## src/rtl/uart_tx_fifo.sv

```systemverilog
// uart_tx_fifo: byte FIFO feeding a downstream UART transmitter.
// Bytes are queued in a DEPTH x 8 memory and launched one at a time with a
// single-cycle tx_start strobe, paced by the transmitter's tx_busy handshake.
module uart_tx_fifo #(
  parameter int DEPTH = 16,
  parameter int AW    = 4
) (
  input  logic          clk,
  input  logic          rst_n,
  input  logic [7:0]    wr_data,
  input  logic          wr_en,
  output logic          full,
  output logic          empty,
  output logic [AW:0]   count,
  output logic          overflow,
  input  logic          clr_overflow,
  output logic [7:0]    tx_byte,
  output logic          tx_start,
  input  logic          tx_busy
);

  localparam logic [1:0] IDLE   = 2'd0;
  localparam logic [1:0] LAUNCH = 2'd1;
  localparam logic [1:0] GUARD  = 2'd2;
  localparam logic [1:0] WAIT   = 2'd3;

  localparam logic [AW:0]   CNT_ONE = 1;
  localparam logic [AW:0]   CNT_MAX = (AW+1)'(DEPTH);
  localparam logic [AW-1:0] PTR_ONE = 1;

  logic [7:0]    mem [DEPTH];
  logic [AW-1:0] wr_ptr;
  logic [AW-1:0] rd_ptr;
  logic [1:0]    state;
  logic          wr_ok;
  logic          pop;
  logic [AW:0]   count_next;

  // Accept/pop decisions and the resulting occupancy.
  // WAIT releasing with data pending launches directly, as IDLE would on the
  // same edge; this keeps back-to-back launches exactly 3 cycles apart.
  always_comb begin
    wr_ok      = wr_en && !full;
    pop        = ((state == IDLE) || (state == WAIT)) && !empty && !tx_busy;
    count_next = count;
    if (wr_ok && !pop)
      count_next = count + CNT_ONE;
    else if (pop && !wr_ok)
      count_next = count - CNT_ONE;
  end

  // Storage write; contents are not reset.
  always_ff @(posedge clk) begin
    if (rst_n && wr_ok)
      mem[wr_ptr] <= wr_data;
  end

  // Pointers, occupancy flags and sticky overflow.
  always_ff @(posedge clk) begin
    if (!rst_n) begin
      wr_ptr   <= '0;
      rd_ptr   <= '0;
      count    <= '0;
      empty    <= 1'b1;
      full     <= 1'b0;
      overflow <= 1'b0;
    end else begin
      if (wr_ok)
        wr_ptr <= wr_ptr + PTR_ONE;
      if (pop)
        rd_ptr <= rd_ptr + PTR_ONE;
      count <= count_next;
      empty <= (count_next == '0);
      full  <= (count_next == CNT_MAX);
      if (wr_en && full)
        overflow <= 1'b1;
      else if (clr_overflow)
        overflow <= 1'b0;
    end
  end

  // Drain FSM: launch a byte, hold off one guard cycle, then wait for tx_busy.
  always_ff @(posedge clk) begin
    if (!rst_n) begin
      state    <= IDLE;
      tx_start <= 1'b0;
      tx_byte  <= '0;
    end else begin
      tx_start <= 1'b0;
      case (state)
        IDLE, WAIT: begin
          if (pop) begin
            tx_byte  <= mem[rd_ptr];
            tx_start <= 1'b1;
            state    <= LAUNCH;
          end else if (!tx_busy) begin
            state <= IDLE;
          end
        end
        LAUNCH:  state <= GUARD;
        GUARD:   state <= WAIT;
        default: state <= IDLE;
      endcase
    end
  end

endmodule

```

## config.mk

```make
export PLATFORM = sky130hd
export DESIGN_NAME = uart_tx_fifo
export DESIGN_NICKNAME = d
export VERILOG_FILES = /design/src/rtl/uart_tx_fifo.sv
export SDC_FILE = /design/constraint.sdc
export NUM_CORES = 1
export LEC_CHECK = 0
export CORE_UTILIZATION = 30
export CTS_BUF_LIST = sky130_fd_sc_hd__clkbuf_2 sky130_fd_sc_hd__clkbuf_4 sky130_fd_sc_hd__clkbuf_8
export CTS_CLUSTER_SIZE = 40
export DETAILED_ROUTE_END_ITERATION = 8
export RECOVER_POWER = 100
export SLEW_MARGIN = 10
export SYNTH_ARGS = -nofsm -noshare
export SYNTH_HDL_FRONTEND = slang
export SYNTH_SLANG_ARGS = --single-unit
export TNS_END_PERCENT = 10
```

## constraint.sdc

```tcl
create_clock -name clk -period 1.9 [get_ports clk]
set_input_delay 0.38 -clock clk [delete_from_list [all_inputs] [get_ports clk]]
set_output_delay 0.38 -clock clk [all_outputs]
set_load 0.05 [all_outputs]
```

==> reports/metrics.json <==
{
  "status": {"value": "complete, but fails checks"},
  "failed_checks": {"value": "setup timing"},
  "fp.coreArea": {"value": 20200, "unit": "µm²"},
  "max_cap_violations": {"value": 0},
  "fin_util": {"value": 37.9, "unit": "%"},
  "final-seq-area": {"value": 4390, "unit": "µm²"},
  "ios": {"value": 30},
  "worstPathRequired": {"value": 2250, "unit": "ps"},
  "netlist_instances": {"value": 349},
  "clkTransAtPathRegs": {"value": 80, "unit": "ps"},
  "critPathMaxFanout": {"value": 4},
  "number_of_antenna_violations_at_the_first_check_in_global_routing": {"value": 0},
  "clk-insertion-delay-late": {"value": 450, "unit": "ps"},
  "worst_pin_slew": {"value": 879, "unit": "ps"},
  "die_width": {"value": 145, "unit": "µm"},
  "synth-warning-count": {"value": 0},
  "achievable-frequency": {"value": 518, "unit": "MHz"},
  "ff2ff_path_depth": {"value": 7},
  "die_y": {"value": 145, "unit": "µm"},
  "cts-root-to-sink-buffers": {"value": 2},
  "rsz0062_at_grt": {"value": "true"},
  "worst_r2r_endpoint": {"value": "empty"},
  "cts_root_buf": {"value": "sky130_fd_sc_hd__clkbuf_8"},
  "timing.critical_path.slowest_stage_cell": {"value": "sky130_fd_sc_hd__or3b_4"},
  "tritoncts.num_buffers": {"value": 17},
  "syn_area_per_cell": {"value": 17.7, "unit": "µm²"},
  "worst_ep_arrival_time": {"value": 2280, "unit": "ps"},
  "ratio_of_total_power_to_cell_area": {"value": 1140, "unit": "nW/µm²"},
  "finClkSkew": {"value": 8.64, "unit": "ps"},
  "async_set_reset_flop_share_out_of_synthesis": {"value": 0, "unit": "%"},
  "placement.cell_area": {"value": 7040, "unit": "µm²"},
  "row_count": {"value": 52},
  "netlist.top_cell.by_area": {"value": "sky130_fd_sc_hd__edfxtp_1"},
  "ys_seq_elements": {"value": 155},
  "route.vias.total": {"value": 3374},
  "cts.htree.levels": {"value": 4},
  "netlist_area": {"value": 6160, "unit": "µm²"},
  "cts_sinks": {"value": 155},
  "min_delay_worst_endpoint": {"value": "overflow"},
  "maximum_number_of_pins_on_one_net_before_global_route_repair": {"value": 36},
  "grt_first_pass_wirelength": {"value": 20.5, "unit": "mm"},
  "cp_cell_sequence": {"value": "inv_2 -> ha_4 -> or3b_4 -> and3_4 -> a31oi_4 -> xnor2_2 -> o41ai_2"},
  "tightest_hold_margin": {"value": 476, "unit": "ps"},
  "setup-violations-final": {"value": 1},
  "globalplace.congestion": {"value": 0.836},
  "first_iter_violations": {"value": 316},
  "finalWorstSetupSlack": {"value": -30.5, "unit": "ps"},
  "worstReg2RegStart": {"value": "state[0]"},
  "num-nets-final": {"value": 444},
  "fin_crit_sh": {"value": 102, "unit": "%"},
  "synthDistinctLibCells": {"value": 41},
  "yosysTopAreaCellShare": {"value": 62.4, "unit": "%"},
  "crit_path_start_kind": {"value": "register"},
  "dpl.hpwl": {"value": 8.46, "unit": "mm"},
  "timing.final.crit_period": {"value": 1930, "unit": "ps"},
  "routed_wire_length": {"value": 13.2, "unit": "mm"},
  "grt_overflow_total": {"value": 0},
  "finalNonFillerCells": {"value": 707},
  "dp.cells": {"value": 673},
  "holdBufCountCts": {"value": 0},
  "number_of_enable_type_register_cells_in_the_synthesized_netlist": {"value": 128},
  "cts_tree": {"value": "built"},
  "flow.area_growth_from_synthesis": {"value": 23.9, "unit": "%"},
  "io_buffers": {"value": 29},
  "timing_hold_violations_final": {"value": 0},
  "timing.hold.worst_path_depth": {"value": 2},
  "worst_setup_path_end_kind": {"value": "register"},
  "vias_per_cell": {"value": 4.77},
  "filler_cell_count": {"value": 1898},
  "min-delay-path-class": {"value": "register to register"},
  "synth.yosys.seq_area_share": {"value": 71.1, "unit": "%"},
  "drt.antenna.violating_nets": {"value": 0},
  "syn_nets": {"value": 370},
  "first_global_vias": {"value": 3493},
  "drt-pass1-iter-count": {"value": 4},
  "floorplan.initialDensity": {"value": 30.6, "unit": "%"},
  "synth_top_flop_cell": {"value": "sky130_fd_sc_hd__edfxtp_1"},
  "drt_drc_violations_left": {"value": 0},
  "post_route_cells_drive_above_1_share": {"value": 36.2, "unit": "%"},
  "multi_input_comb_area": {"value": 1780, "unit": "µm²"},
  "min-delay-start": {"value": "overflow"},
  "final-max-slew-violation-count": {"value": 0},
  "vdd.ir_drop.worst": {"value": 0.392, "unit": "mV"},
  "critical_path_class": {"value": "register to register"},
  "global_route.usage.total": {"value": 13.3, "unit": "%"},
  "netlist_top_cells_area": {"value": "sky130_fd_sc_hd__edfxtp_1, sky130_fd_sc_hd__mux4_2, sky130_fd_sc_hd__dfxtp_1"},
  "worst-r2r-setup-slack": {"value": -30, "unit": "ps"},
  "postLayoutCellArea": {"value": 7640, "unit": "µm²"},
  "routed_wire_length_per_instance": {"value": 18.7, "unit": "µm"},
  "die_area": {"value": 21100, "unit": "µm²"},
  "timing.critical_path.slowest_cell_delay": {"value": 410, "unit": "ps"},
  "timing.slew.headroom": {"value": 41.4, "unit": "%"},
  "static-leakage-power": {"value": 0.00253, "unit": "µW"}
}
power breakdown:
part,internal [µW],total (µW),switching (µW)
clock,1700,2920,1220
combinational,862,1840,978
sequential,3810,3960,147
cell usage in the layout (no fill, tap or decap), types with 2 or more instances in the layout:
cell type	instances
sky130_fd_sc_hd__edfxtp_1	128
sky130_fd_sc_hd__buf_4	51
sky130_fd_sc_hd__mux4_2	32
sky130_fd_sc_hd__dfxtp_1	22
sky130_fd_sc_hd__clkbuf_8	17
sky130_fd_sc_hd__nand2_1	15
sky130_fd_sc_hd__nor2_1	14
sky130_fd_sc_hd__a22oi_1	11
sky130_fd_sc_hd__and2_1	9
sky130_fd_sc_hd__dlygate4sd3_1	9
sky130_fd_sc_hd__a31o_2	8
sky130_fd_sc_hd__a21oi_1	7
sky130_fd_sc_hd__ha_1	7
sky130_fd_sc_hd__nand3_1	6
sky130_fd_sc_hd__xnor2_1	6
sky130_fd_sc_hd__bufinv_16	6
sky130_fd_sc_hd__inv_1	5
sky130_fd_sc_hd__nor2b_1	5
sky130_fd_sc_hd__a22oi_2	5
sky130_fd_sc_hd__nand2b_1	4
sky130_fd_sc_hd__a21boi_0	4
sky130_fd_sc_hd__clkinv_4	4
sky130_fd_sc_hd__dfxtp_2	4
sky130_fd_sc_hd__nor3_1	3
sky130_fd_sc_hd__a21oi_2	3
sky130_fd_sc_hd__clkinv_2	3
sky130_fd_sc_hd__clkdlybuf4s50_1	3
sky130_fd_sc_hd__dlygate4sd2_1	3
sky130_fd_sc_hd__buf_12	3
sky130_fd_sc_hd__and3_1	2
sky130_fd_sc_hd__nand3b_1	2
sky130_fd_sc_hd__xnor2_2	2
sky130_fd_sc_hd__nand4_1	2
sky130_fd_sc_hd__clkbuf_1	2
critical path: cells and delay by family, from the launching register on:
kind / cells / cell delay, ps
AND/OR/NAND/NOR: 2 / 610
buffers and inverters: 1 / 40
XOR/XNOR: 1 / 120
flip-flops: 1 / 340
AO/OA/AOI/OAI: 2 / 450
adder cells (fa/ha/maj): 1 / 270
routing by layer:
layer | vias to the layer above | wire [µm] | GRT usage [%]
met5 | - | 0 | 0
met4 | 0 | 65 | 4.11
met3 | 6 | 644 | 3.49
met2 | 79 | 6350 | 20.9
met1 | 1754 | 6140 | 18.0
li1 | 1535 | - | -
per-stage QoR:
| step | total power [µW] | TNS, ps | setup slack (ps) |
|---|---|---|---|
| 2_1_floorplan | 5120 | -3050 | -126 |
| 3_3_place_gp | 5710 | -22070 | -272 |
| 3_5_place_dp | 5760 | -23600 | -349 |
| 4_1_cts | 8720 | -76.3 | -60.4 |
| 5_1_grt | 9090 | -187 | -115 |
| 6_report | 8720 | -30.5 | -30.5 |
logic make-up (layout without fill, tap and decap cells):
group	count (synthesis)	count (layout)	share of synthesized area (%)
other	0	1	0
buffers and inverters	24	111	1.75
AO/OA/AOI/OAI	46	46	5.65
AND/OR/NAND/NOR	75	75	6.84
adder cells (fa/ha/maj)	8	8	1.62
multiplexers	33	33	11.9
flip-flops	155	155	71.1
XOR/XNOR	8	8	1.14
synth_stat cells (all sizes together), types with 2 or more instances:
library cell / instances
edfxtp: 128
dfxtp: 27
a31oi: 2
nor2: 14
and2: 10
a22oi: 16
and3: 3
nand3b: 2
nor3: 5
clkbuf: 8
nand4: 2
o21ai: 2
a21boi: 4
nand2b: 4
nand3: 6
nor2b: 5
xnor2: 8
mux4: 32
a21oi: 10
buf: 9
nand2: 16
inv: 6
ha: 8
nor4b: 3
a31o: 8
timing repair:
| action | in CTS | in global routing |
|---|---|---|
| endpoints found under the setup margin | 11 | 13 |
| pin swaps | 0 | 4 |
| buffers inserted | 0 | 1 |
| resized for setup | 8 | 21 |
how the worst max path moves through the flow:
stage                     cells past startpoint     start   endpoint
after global placement                        6   tx_busy      empty
after detailed placement                      6   tx_busy      empty
after CTS                                     7  state[0]      empty
after global routing                          7  state[0]      empty
final                                         7  state[0]      empty
after floorplan                               4      full  mem[3][0]
state kept, by name (all words and copies together) (netlist names):
| signal | cells |
|---|---|
| overflow | 1 |
| state | 2 |
| full | 1 |
| tx_byte | 8 |
| tx_start | 1 |
| rd_ptr | 4 |
| mem | 128 |
| empty | 1 |
| count | 5 |
| wr_ptr | 4 |
cell type report:
cell class                      count  share of cell area, %
Sequential cell                   155                   57.5
Inverter                            6                  0.295
Tap cell                          270                   4.42
Timing Repair Buffer               73                   8.08
Clock buffer                       17                   3.06
Multi-Input combinational cell    170                   23.3
Clock inverter                     15                   3.23
Antenna cell                        1                 0.0328
(Power assumes the default switching activity.)
